[src/rtl/shift_pkg.sv]
// Shared definitions for the iterative 32-bit shifter: FSM encodings,
// direction constants and the legal-STEP helper used at elaboration.
package shift_pkg;

  typedef enum logic [1:0] {
    StIdle  = 2'd0,
    StShift = 2'd1,
    StFin   = 2'd2
  } state_e;

  localparam logic DIR_LEFT  = 1'b0;
  localparam logic DIR_RIGHT = 1'b1;

  // Only power-of-two steps up to 16 keep k within the 5-bit count range.
  function automatic bit step_legal(int unsigned step);
    return (step == 1) || (step == 2) || (step == 4) || (step == 8) || (step == 16);
  endfunction

endpackage

[src/rtl/iter_shift32_if.sv]
// Request/result bundle of iter_shift32. The optional arith input exists only
// when SHIFT_ARITH_EN is defined.
interface iter_shift32_if;
  logic        start;
  logic        dir;
  logic [31:0] d;
  logic [4:0]  s;
  logic [31:0] y;
  logic        busy;
  logic        done;
`ifdef SHIFT_ARITH_EN
  logic        arith;

  modport master (output start, dir, d, s, arith, input y, busy, done);
  modport slave  (input start, dir, d, s, arith, output y, busy, done);
`else
  modport master (output start, dir, d, s, input y, busy, done);
  modport slave  (input start, dir, d, s, output y, busy, done);
`endif
endinterface

[src/rtl/shift_stage.sv]
// Combinational one-step shifter: moves sh by k bits in dir, filling vacated
// high bits with fill on right shifts and zeros on left shifts.
module shift_stage
  import shift_pkg::*;
(
  input  logic [31:0] sh,
  input  logic [4:0]  k,
  input  logic        dir,
  input  logic        fill,
  output logic [31:0] shifted
);

  logic [31:0] fill_mask;

  // Shift by k; the mask covers exactly the k vacated top bits.
  always_comb begin
    fill_mask = fill ? ~(32'hFFFF_FFFF >> k) : 32'h0;
    if (dir == DIR_LEFT) begin
      shifted = sh << k;
    end else begin
      shifted = (sh >> k) | fill_mask;
    end
  end

endmodule

[src/rtl/iter_shift32.sv]
// Multi-cycle 32-bit shifter, STEP bits per cycle, START/DONE handshake.
// Optional feature: define SHIFT_ARITH_EN to add the arith input
// (arithmetic right shift filling from bit 31 of the captured operand).
module iter_shift32
  import shift_pkg::*;
#(
  parameter int unsigned STEP = 4
) (
  input logic           clk,
  input logic           rst_n,
  iter_shift32_if.slave bus
);

  if (!step_legal(STEP)) begin : g_bad_step
    $error("iter_shift32: STEP must be 1, 2, 4, 8 or 16");
  end

  localparam logic [4:0] StepK = 5'(STEP);

  state_e      state_q;
  logic [31:0] sh_q;
  logic [31:0] y_q;
  logic [4:0]  cnt_q;
  logic        dir_q;
  logic        fill_q;
  logic        busy_q;
  logic        done_q;

  logic [4:0]  k;
  logic [4:0]  cnt_next;
  logic [31:0] shifted;
  logic        fill_in;

  // Per-cycle step size and remaining count; fill bit taken from the new request.
  always_comb begin
    k        = (cnt_q < StepK) ? cnt_q : StepK;
    cnt_next = cnt_q - k;
`ifdef SHIFT_ARITH_EN
    fill_in  = bus.arith & (bus.dir == DIR_RIGHT) & bus.d[31];
`else
    fill_in  = 1'b0;
`endif
  end

  shift_stage u_stage (
    .sh      (sh_q),
    .k       (k),
    .dir     (dir_q),
    .fill    (fill_q),
    .shifted (shifted)
  );

  // FSM with registered busy/done; y loads only when entering StFin.
  always_ff @(posedge clk or negedge rst_n) begin
    if (!rst_n) begin
      state_q <= StIdle;
      sh_q    <= 32'h0;
      y_q     <= 32'h0;
      cnt_q   <= 5'h0;
      dir_q   <= DIR_LEFT;
      fill_q  <= 1'b0;
      busy_q  <= 1'b0;
      done_q  <= 1'b0;
    end else begin
      unique case (state_q)
        StIdle, StFin: begin
          if (bus.start) begin
            sh_q   <= bus.d;
            cnt_q  <= bus.s;
            dir_q  <= bus.dir;
            fill_q <= fill_in;
            if (bus.s == 5'd0) begin
              state_q <= StFin;
              y_q     <= bus.d;
              busy_q  <= 1'b0;
              done_q  <= 1'b1;
            end else begin
              state_q <= StShift;
              busy_q  <= 1'b1;
              done_q  <= 1'b0;
            end
          end else begin
            state_q <= StIdle;
            busy_q  <= 1'b0;
            done_q  <= 1'b0;
          end
        end
        StShift: begin
          sh_q  <= shifted;
          cnt_q <= cnt_next;
          if (cnt_next == 5'd0) begin
            state_q <= StFin;
            y_q     <= shifted;
            busy_q  <= 1'b0;
            done_q  <= 1'b1;
          end
        end
        default: begin
          state_q <= StIdle;
          busy_q  <= 1'b0;
          done_q  <= 1'b0;
        end
      endcase
    end
  end

  assign bus.y    = y_q;
  assign bus.busy = busy_q;
  assign bus.done = done_q;

endmodule
[src/flat_wrapper.sv]
// flat-port wrapper written by rule: the top's interface ports become plain ports
module iter_shift32_flat import shift_pkg::*;
#(
  parameter int unsigned STEP = 4
)
  (clk, rst_n, bus_start, bus_dir, bus_d, bus_s, bus_y, bus_busy, bus_done);
  iter_shift32_if bus_i ();
  input logic clk;
  input logic rst_n;
  input wire logic [$bits(bus_i.start)-1:0] bus_start;
  input wire logic [$bits(bus_i.dir)-1:0] bus_dir;
  input wire logic [$bits(bus_i.d)-1:0] bus_d;
  input wire logic [$bits(bus_i.s)-1:0] bus_s;
  output wire logic [$bits(bus_i.y)-1:0] bus_y;
  output wire logic [$bits(bus_i.busy)-1:0] bus_busy;
  output wire logic [$bits(bus_i.done)-1:0] bus_done;
  assign bus_i.start = bus_start;
  assign bus_i.dir = bus_dir;
  assign bus_i.d = bus_d;
  assign bus_i.s = bus_s;
  assign bus_y = bus_i.y;
  assign bus_busy = bus_i.busy;
  assign bus_done = bus_i.done;
  iter_shift32 #(.STEP(STEP)) u_core (.clk(clk), .rst_n(rst_n), .bus(bus_i));
endmodule
[config.mk]
export PLATFORM = sky130hd
export DESIGN_NAME = iter_shift32_flat
export DESIGN_NICKNAME = d
export VERILOG_FILES = /design/src/rtl/shift_pkg.sv /design/src/rtl/iter_shift32_if.sv /design/src/rtl/shift_stage.sv /design/src/rtl/iter_shift32.sv /design/src/flat_wrapper.sv
export SDC_FILE = /design/constraint.sdc
export NUM_CORES = 1
export LEC_CHECK = 0
export ABC_AREA = 1
export CORE_MARGIN = 3
export CORE_UTILIZATION = 40
export CTS_CLUSTER_DIAMETER = 60
export DETAILED_ROUTE_END_ITERATION = 16
export RECOVER_POWER = 100
export SYNTH_ARGS = -nofsm -noshare
export SYNTH_HDL_FRONTEND = slang
export SYNTH_SLANG_ARGS = --single-unit
[constraint.sdc]
create_clock -name clk -period 2.92 [get_ports clk]
set_clock_uncertainty 0.05 [all_clocks]
set_input_delay 0.438 -clock clk [delete_from_list [all_inputs] [get_ports clk]]
set_output_delay 0.438 -clock clk [all_outputs]
set_load 0.005 [all_outputs]
==> reports/metrics.yaml <==
cts:
  cts_tree: "done"
  cts_buffer_depth: 2
  cts_root_buf: "clkbuf_16"
  ctsResizeCount: 0
  hold_buffers: 0
  clock-sinks: 73
  path_clk_slew_ns: 0.06
  clk_latency_ns: 0.35
  h-tree-depth: 3
  numCtsBuffers: 9
  post-cts-setup-buffers: 0
grt:
  globalRouteTotalUtil_pct: 25.8
  grt_pass1_wl_um: 30100
  antenna_found_initial: 0
  overflow: 0
  grt_pass1_vias: 5959
  grt_start_max_net_pins: 74
final_layout:
  fillers: 1308
  num_antenna_cells: 0
  area_delta_synth_final_pct: 22.6
  final_cell_count_no_fill: 1074
  final_util_pct: 50.7
  multi_input_area_um2: 3140
  seq_area_um2: 1830
  drive_above_1_share_pct: 5.88
  layout.nets: 939
sta:
  worst_pin_slew_ns: 1.90
  period_share_pct: 84.9
  final-max-slew-violation-count: 74
  setup_tns_ns: 0
  max_freq_mhz: 403
  finalSetupViolations: 0
  min_period_ns: 2.48
  hold_violations: 0
  holdWs_ns: 0.417
  setup_ws_ns: 0.441
  timing.slew.headroom_pct: -26.5
  rsz0062_at_grt: "false"
floorplan:
  die-area_um2: 14600
  initial_core_util_pct: 41.4
  io_pins: 75
  num_rows: 41
  core-area_um2: 12800
  die_w_um: 121
  die_y_um: 121
synthesis:
  synth_seq_area_share_pct: 34.6
  syn_nets: 889
  ys_ff_latch: 73
  ys_top_cells_by_count: "nand2_1 (275), nand3_1 (249), nor2_1 (89)"
  yosysTopAreaCell: "dfrtp_1"
  ys_types: 27
  synthDominantCellAreaShare_pct: 34.6
  yosysWarnings: 0
  synth.most_common_cell: "nand2_1"
  syn_inst: 847
  async_flop_share_pct: 100
  synth_area_leaders: "dfrtp_1 (35%), nand3_1 (24%), nand2_1 (20%)"
  synth_edf_count: 0
  syn_area_per_cell_um2: 6.24
  synth_flop_cell: "dfrtp_1"
  synth_area_um2: 5290
job:
  drv_cap: 1
critical_path:
  worstReg2RegStart: "u_core.bus.done"
  required_ns: 3.16
  r2r_setup_slack_ns: 0.44
  cp_max_fo: 27
  startpoint_type: "register"
  critPathLaunch: "u_core.bus.done"
  cp.arrival_ns: 2.72
  crit_type: "register to register"
  end_kind: "register"
status:
  status: "finished, violations left"
  violations: "capacitance limit, slew limit"
min_path:
  min_from: "u_core.bus.busy"
  hp-class: "register to register"
placed_design:
  post-dp-hpwl_um: 12700
  dp.cells: 1058
  place_worst_setup_slack_ns: 0.472
  gp_congestion: 0.843
  port_buffers: 74
drt:
  firstDrtPassIters: 6
  drc: 0
  vias: 6149
  viasPerCell: 5.73
  avgRoutedWirePerCell_um: 17.4
  first_iter_violations: 681
  final_antenna_net_count: 0
  routed_wl_um: 18700
power:
  power_density_nw_per_um2: 1420
  ir_worst_vdd_v: 0.000550
  leakage_uw: 0.00318
stage by stage:
stage	power, µW	cell area [µm²]
after global routing	10100	6480
final	9220	6480
after detailed placement	7980	6150
after floorplan	6020	5290
after global placement	7880	6150
after CTS	9330	6490
cell usage in the layout, fill, tap and decap left out, types with 2 or more instances in the layout:
cell type        netlist  layout
inv_1                 15      15
nor2_2                 2       2
dfrtp_1               73      73
nor2_1                89      89
nand3_1              249     248
clkinv_1               2       2
nand2_1              275     275
a21oi_1                8       8
o211ai_1               2       2
or2_2                  5       5
nor2_4                 2       2
o21ai_0               14      19
buf_4                  7      18
clkbuf_2               0       2
clkdlybuf4s50_1        0      38
bufinv_16              0       3
nand2_2                2       2
nand4_1               35      35
clkbuf_16              0       9
o22ai_1                3       3
dlygate4sd3_1          0      35
inv_2                  5       5
layout make-up:
class	instances	area share, %
inverter	22	1.27
sequential	73	28.2
timing repair buffer	93	13.5
tap	172	3.32
multi-input combinational	698	48.4
clock buffer	11	3.75
clock inverter	5	1.58
logic make-up after synthesis:
family,Yosys count,share of synthesized area (%)
simple gates,662,55.5
buf+inv,76,6.20
flops,73,34.6
compound gates,34,3.43
fa+ha+maj,1,0.237
other cells,1,0.0710
registers in the layout, summed over array words and instances (netlist names):
signal	flops
u_core.state_q	1
u_core.dir_q	1
u_core.cnt_q	5
u_core.sh_q	32
u_core.bus.y	32
u_core.bus.busy	1
u_core.bus.done	1
final timing paths:
kind | endpoint | depth (start not counted)
worst min register to register | u_core.bus.busy | 2
max in group asynchronous | u_core.bus.y[21] | 1
worst min-delay path | u_core.bus.busy | 2
worst max-delay path | u_core.bus.y[13] | 7
min in group asynchronous | u_core.state_q[0] | 1
worst max register to register | u_core.bus.y[13] | 7
routing by layer:
metal  track usage, %  vias up  wire length (µm)
li1                 -     2962                 -
met1             33.6     2844              8100
met2             41.8      287              8630
met3             5.92       56              1370
met4             9.70        0               547
met5                0        -                 0
power by group:
part	leakage, µW	switching, µW	internal, µW
logic	0.00212	3970	1970
registers	0.000891	403	1560
clock network	0.000166	458	857
total	0.00318	4840	4380
worst max-delay path, stage by stage, from the launching register on:
cell	delay [ns]
dfrtp_1	0.37
nor2_1	0.61
buf_4	0.40
a21oi_1	0.06
nand3b_2	0.24
inv_2	0.46
nand2_1	0.13
nand2_1	0.08
Note: power is estimated with default switching activity, not from simulation.
